File: config.mk
export PLATFORM = sky130hd
export DESIGN_NAME = regfile_access_ctrl
export DESIGN_NICKNAME = d
export VERILOG_FILES = /design/src/rtl/regfile_access_ctrl.sv
export SDC_FILE = /design/constraint.sdc
export NUM_CORES = 2
export LEC_CHECK = 0
export CAP_MARGIN = 30
export CORE_ASPECT_RATIO = 1.5
export CORE_MARGIN = 2
export CORE_UTILIZATION = 45
export CTS_BUF_LIST = sky130_fd_sc_hd__clkbuf_8
export DETAILED_ROUTE_END_ITERATION = 16
export HOLD_SLACK_MARGIN = 0.06
export PLACE_DENSITY = 0.67
export REMOVE_ABC_BUFFERS = 1
export SYNTH_ARGS = -nofsm -noshare
export SYNTH_HDL_FRONTEND = slang
export SYNTH_SLANG_ARGS = --single-unit
File: constraint.sdc
create_clock -name Clock -period 12.9 [get_ports Clock]
set_input_delay 1.29 -clock Clock [delete_from_list [all_inputs] [get_ports Clock]]
set_output_delay 1.29 -clock Clock [all_outputs]
set_load 0.03 [all_outputs]
File: src/rtl/regfile_access_ctrl.sv
`default_nettype none
// =============================================================================
// Module      : regfile_access_ctrl
// Description : Write-buffered, read-forwarding access controller for a 32x64
//               register file.
// Revision    : 1.0
// =============================================================================
module regfile_access_ctrl #(
    parameter int DATA_W     = 64,
    parameter int ADDR_W     = 5,
    parameter int WBUF_DEPTH = 4
) (
    input  logic                       Clock,
    input  logic                       Reset,
    input  logic                       wr_valid,
    output logic                       wr_ready,
    input  logic [ADDR_W-1:0]          wr_addr,
    input  logic [DATA_W-1:0]          wr_data,
    input  logic                       rd_valid,
    output logic                       rd_ready,
    input  logic [ADDR_W-1:0]          rd_addr1,
    input  logic [ADDR_W-1:0]          rd_addr2,
    output logic                       rd_resp_valid,
    output logic [DATA_W-1:0]          rd_data1,
    output logic [DATA_W-1:0]          rd_data2,
    output logic [$clog2(WBUF_DEPTH):0] wbuf_count,
    output logic [ADDR_W-1:0]          ReadReg1,
    output logic [ADDR_W-1:0]          ReadReg2,
    input  logic [DATA_W-1:0]          ReadData1,
    input  logic [DATA_W-1:0]          ReadData2,
    output logic                       RegWrite,
    output logic [ADDR_W-1:0]          WriteReg,
    output logic [DATA_W-1:0]          WriteData
);

    localparam int PTR_W = $clog2(WBUF_DEPTH);
    localparam int CNT_W = PTR_W + 1;
    localparam logic [CNT_W-1:0] C_DEPTH   = CNT_W'(WBUF_DEPTH);
    localparam logic [CNT_W-1:0] C_CNT_ONE = CNT_W'(1);
    localparam logic [PTR_W-1:0] C_PTR_ONE = PTR_W'(1);

    logic [ADDR_W-1:0] r_buf_addr [WBUF_DEPTH];
    logic [DATA_W-1:0] r_buf_data [WBUF_DEPTH];
    logic [PTR_W-1:0]  r_head;
    logic [PTR_W-1:0]  r_tail;
    logic [CNT_W-1:0]  r_count;
    logic              w_push;
    logic              w_pop;

    logic              r_s1_valid;
    logic              r_hit1;
    logic              r_hit2;
    logic [DATA_W-1:0] r_fwd1;
    logic [DATA_W-1:0] r_fwd2;
    logic [DATA_W:0]   w_lk1;
    logic [DATA_W:0]   w_lk2;

    assign wr_ready   = (r_count < C_DEPTH) && !Reset;
    assign rd_ready   = !Reset;
    assign w_push     = wr_valid && wr_ready;
    assign w_pop      = (r_count != '0);
    assign wbuf_count = r_count;

    always_ff @(posedge Clock) begin
        if (w_push) begin
            r_buf_addr[r_tail] <= wr_addr;
            r_buf_data[r_tail] <= wr_data;
        end
    end

    // Occupancy is judged before the pop, so a drain never frees space for
    // the write accepted in the same cycle.
    always_ff @(posedge Clock or posedge Reset) begin
        if (Reset) begin
            r_head    <= '0;
            r_tail    <= '0;
            r_count   <= '0;
            RegWrite  <= 1'b0;
            WriteReg  <= '0;
            WriteData <= '0;
        end else begin
            if (w_push) r_tail <= r_tail + C_PTR_ONE;
            if (w_pop)  r_head <= r_head + C_PTR_ONE;
            if (w_push && !w_pop)      r_count <= r_count + C_CNT_ONE;
            else if (!w_push && w_pop) r_count <= r_count - C_CNT_ONE;
            RegWrite <= w_pop;
            if (w_pop) begin
                WriteReg  <= r_buf_addr[r_head];
                WriteData <= r_buf_data[r_head];
            end
        end
    end

    // Later matches override earlier ones: in-flight, then FIFO oldest to
    // youngest, then the write being accepted this cycle.
    function automatic logic [DATA_W:0] fwd_lookup(input logic [ADDR_W-1:0] addr);
        logic [DATA_W:0]  res;
        logic [PTR_W-1:0] idx;
        res = '0;
        if (RegWrite && (WriteReg == addr)) res = {1'b1, WriteData};
        for (int i = 0; i < WBUF_DEPTH; i++) begin
            idx = r_head + PTR_W'(i);
            if ((CNT_W'(i) < r_count) && (r_buf_addr[idx] == addr))
                res = {1'b1, r_buf_data[idx]};
        end
        if (w_push && (wr_addr == addr)) res = {1'b1, wr_data};
        return res;
    endfunction

    always_comb begin
        w_lk1 = fwd_lookup(rd_addr1);
        w_lk2 = fwd_lookup(rd_addr2);
    end

    always_ff @(posedge Clock or posedge Reset) begin
        if (Reset) begin
            r_s1_valid    <= 1'b0;
            ReadReg1      <= '0;
            ReadReg2      <= '0;
            r_hit1        <= 1'b0;
            r_hit2        <= 1'b0;
            r_fwd1        <= '0;
            r_fwd2        <= '0;
            rd_resp_valid <= 1'b0;
            rd_data1      <= '0;
            rd_data2      <= '0;
        end else begin
            r_s1_valid <= rd_valid;
            if (rd_valid) begin
                ReadReg1 <= rd_addr1;
                ReadReg2 <= rd_addr2;
                r_hit1   <= w_lk1[DATA_W];
                r_hit2   <= w_lk2[DATA_W];
                r_fwd1   <= w_lk1[DATA_W-1:0];
                r_fwd2   <= w_lk2[DATA_W-1:0];
            end
            rd_resp_valid <= r_s1_valid;
            if (r_s1_valid) begin
                rd_data1 <= r_hit1 ? r_fwd1 : ReadData1;
                rd_data2 <= r_hit2 ? r_fwd2 : ReadData2;
            end
        end
    end

endmodule
`default_nettype wire

==> out/results.ini <==
[outcome]
run_status = completed

[global_routing]
grt_max_degree = 121
grt_util_all_layers_pct = 29.8
grt_pass1_wl_mm = 182
antenna_found_initial = 16
grt_pass1_vias = 30134
grt.overflow.total = 0

[placement]
portBuffers = 424
dpl_cell_area_mm2 = 0.0401
dpl.hpwl_mm = 72.7
gp_congestion = 0.864

[pwr]
p_switching_mw = 3.81
power_frac_comb_pct = 46.8
p_per_area_mw_per_mm2 = 219
total_power_mw = 9.29
clockPowerShare_pct = 19.6
power_frac_seq_pct = 33.6
leakage_nw = 15.7
vdd_drop_max_mv = 0.170
internal-power_mw = 5.48
swShare_pct = 41.0

[synth]
syn_area_per_cell_um2 = 11.5
synthDistinctLibCells = 62
yosysMostFrequentCell = dfrtp_1
synth_top_area_cell = dfrtp_1
synth_top_area_share_pct = 24.7
ys_seq_area_share_pct = 48.2
syn_inst = 3048
netlist_top_cells_count = dfrtp_1 (347), nor2_1 (324), nand2_1 (298)
syn_area_mm2 = 0.0352
ys_seq_elements = 623
yosys-top-cells-area = dfrtp_1 (25%), edfxtp_1 (24%), mux4_2 (15%)
synth_ff_type = dfrtp_1
async_flop_share_pct = 55.7
synth_edf_count = 276
ys_warn_count = 0

[floorplanning]
rows = 125
dieArea_mm2 = 0.0805
pin_count = 425
start_util_pct = 45.4
die_w_um = 232
die-height_um = 346
core_mm2 = 0.0774

[clock_network]
cts_resized = 0
post-cts-setup-buffer-count = 0
clkTransAtPathRegs_ns = 0.06
holdBufCountCts = 0
tritoncts = yes
root_buffer = clkbuf_8
htree_levels = 3
clkLatencyLatePin_ns = 0.75
cts.path.max_buffers = 3
cts.sinks = 623
cts_buffers = 101

[sta]
worstMarginPinSlew_ns = 1.01
setup_tns_ns = 0
hold_viol = 0
slew_headroom_pct = 32.4
clock_skew_ns = 0.0459
drv_slew = 0
hold_slack_ns = 0.506
rsz0062_at_grt = false
fmax_mhz = 200
finalCritPeriodShare_pct = 38.8
setup_viol = 0
period_minus_slack_ns = 5.01

[routing]
wl_met3_mm = 13.3
m1WireLength_mm = 42.8
ant_nets = 0
wl_per_cell_um = 27.3
wl_met2_mm = 58.1
viasPerCell = 6.62
top_layer = met5
drc = 0
firstDrtPassIters = 9
vias = 29432
drt-total-wl_mm = 122
drt_iter0_drc = 2931

[setup_path]
cp-end-kind = register
reg2reg_to = r_fwd2[6]
r2r_cells = 8
worstPathRequired_ns = 13.49
worstSetupPathType = reg -> reg
timing.rr.start = r_head[1]
max_stage_delay_ns = 0.92
crit_family = simple AND/OR/NAND/NOR gates
start_kind = register
cp_num_buf_inv = 1
slowest_stage = dfrtp_4
rrSetupSlack_ns = 7.89
cp_max_fo = 56
path_cells = mux4_2, xor2_1, nor4_1, nand3_4, nand2_2, buf_4, or3_1, a31oi_1
crit_arrival_ns = 5.60

[layout]
multi_input_area_mm2 = 0.0170
syn2layout_area_growth_pct = 20.7
fill_cells = 6496
design_area_mm2 = 0.0425
seq_area_mm2 = 0.0170
nNetsFinal = 3552
drive_above_1_share_pct = 14.8

[min_path]
hp-start = r_fwd1[63]
holdPathStages = 2
hp-class = reg -> reg
holdPathEnd = r_fwd1[63]

[run]
maxCapViolCount = 0

[cell type report]
class	instances	area share [%]
antenna	12	0.0707
clock buffer	112	3.63
clock inverter	80	1.37
inverter	9	0.103
multi-input combinational	2115	39.9
sequential	623	40.0
tap	1016	2.99
timing repair buffer	482	11.9
[registers in the layout, summed over array words and instances, names as in the netlist, 2 cells and up]
register,flops
r_head,2
r_fwd2,64
ReadReg2,5
WriteData,64
r_fwd1,64
r_buf_data,256
rd_data1,64
rd_data2,64
r_tail,2
wbuf_count,3
ReadReg1,5
WriteReg,5
r_buf_addr,20
[power groups by stage]
stage	sequential, mW	combinational (mW)	clock, mW
6_report	3.12	4.35	1.82
5_1_grt	3.17	4.62	1.94
4_1_cts	3.11	4.30	1.85
3_5_place_dp	3.14	4.29	0
3_3_place_gp	3.11	4.14	0
2_1_floorplan	3.67	2.86	0
[layer usage]
metal / global-route usage, % / up-vias
li1: - / 12312
met1: 36.1 / 14536
met2: 48.0 / 2052
met3: 6.81 / 522
met4: 18.4 / 10
met5: 0 / -
[cell usage in the layout, fill, tap and decap left out, types with 13 or more instances in the layout]
cell / netlist / final
clkinv_1: 0 / 13
buf_16: 0 / 14
nor2b_1: 66 / 65
mux4_2: 236 / 236
nand2b_1: 63 / 63
clkinv_2: 0 / 20
nand2_1: 298 / 296
edfxtp_1: 276 / 276
a21oi_1: 227 / 227
xnor2_1: 35 / 35
inv_1: 8 / 34
a221oi_1: 114 / 114
and3_1: 57 / 57
mux2i_1: 151 / 151
dfrtp_1: 347 / 342
clkbuf_8: 0 / 112
xor2_1: 31 / 31
o21ai_0: 27 / 27
a31oi_1: 115 / 115
mux2_2: 24 / 24
buf_4: 6 / 36
o311a_1: 59 / 59
nor2_1: 324 / 323
or3_1: 53 / 53
o31ai_1: 54 / 54
o22ai_1: 62 / 62
clkdlybuf4s50_1: 0 / 423
[worst reg2reg max path: cells and delay by family, from the launching register on]
kind	cells	cell delay, ns
buf+inv	1	0.65
mux	1	0.71
xor+xnor	1	0.17
flops	1	0.92
compound gates	1	0.09
simple gates	4	2.33
[worst max path at each step]
| stage | start | to | slack (ns) | cells past startpoint |
|---|---|---|---|---|
| after floorplan | r_head[0] | r_fwd2[10] | -1.71 | 7 |
| after global placement | rd_addr2[4] | r_fwd2[33] | 7.66 | 8 |
| after detailed placement | rd_addr2[4] | r_fwd2[6] | 7.64 | 8 |
| after CTS | r_head[1] | r_fwd2[6] | 8.00 | 8 |
| after global routing | r_head[0] | r_fwd2[6] | 7.75 | 8 |
| final | r_head[1] | r_fwd2[6] | 7.89 | 8 |
[kinds of logic (layout without fill, tap and decap cells)]
kind of cell	Yosys count	in the layout	synth area share [%]
AO/OA/AOI/OAI	715	715	13.9
multiplexers	411	411	20.2
adder cells (fa/ha/maj)	9	9	0.320
AND/OR/NAND/NOR	914	914	11.9
flip-flops	623	623	48.2
buffers and inverters	310	683	3.89
XOR/XNOR	66	66	1.64
other	0	12	0
[per-stage QoR]
| step | setup slack [ns] | utilization [%] | std cells |
|---|---|---|---|
| floorplan | -1.71 | - | 2747 |
| global placement | 7.66 | 51.4 | 4224 |
| detailed placement | 7.64 | 51.8 | 4238 |
| CTS | 8.00 | 54.6 | 4430 |
| global route | 7.75 | 54.9 | 4447 |
| finish | 7.89 | 54.9 | 4449 |
(Power assumes the default switching activity.)
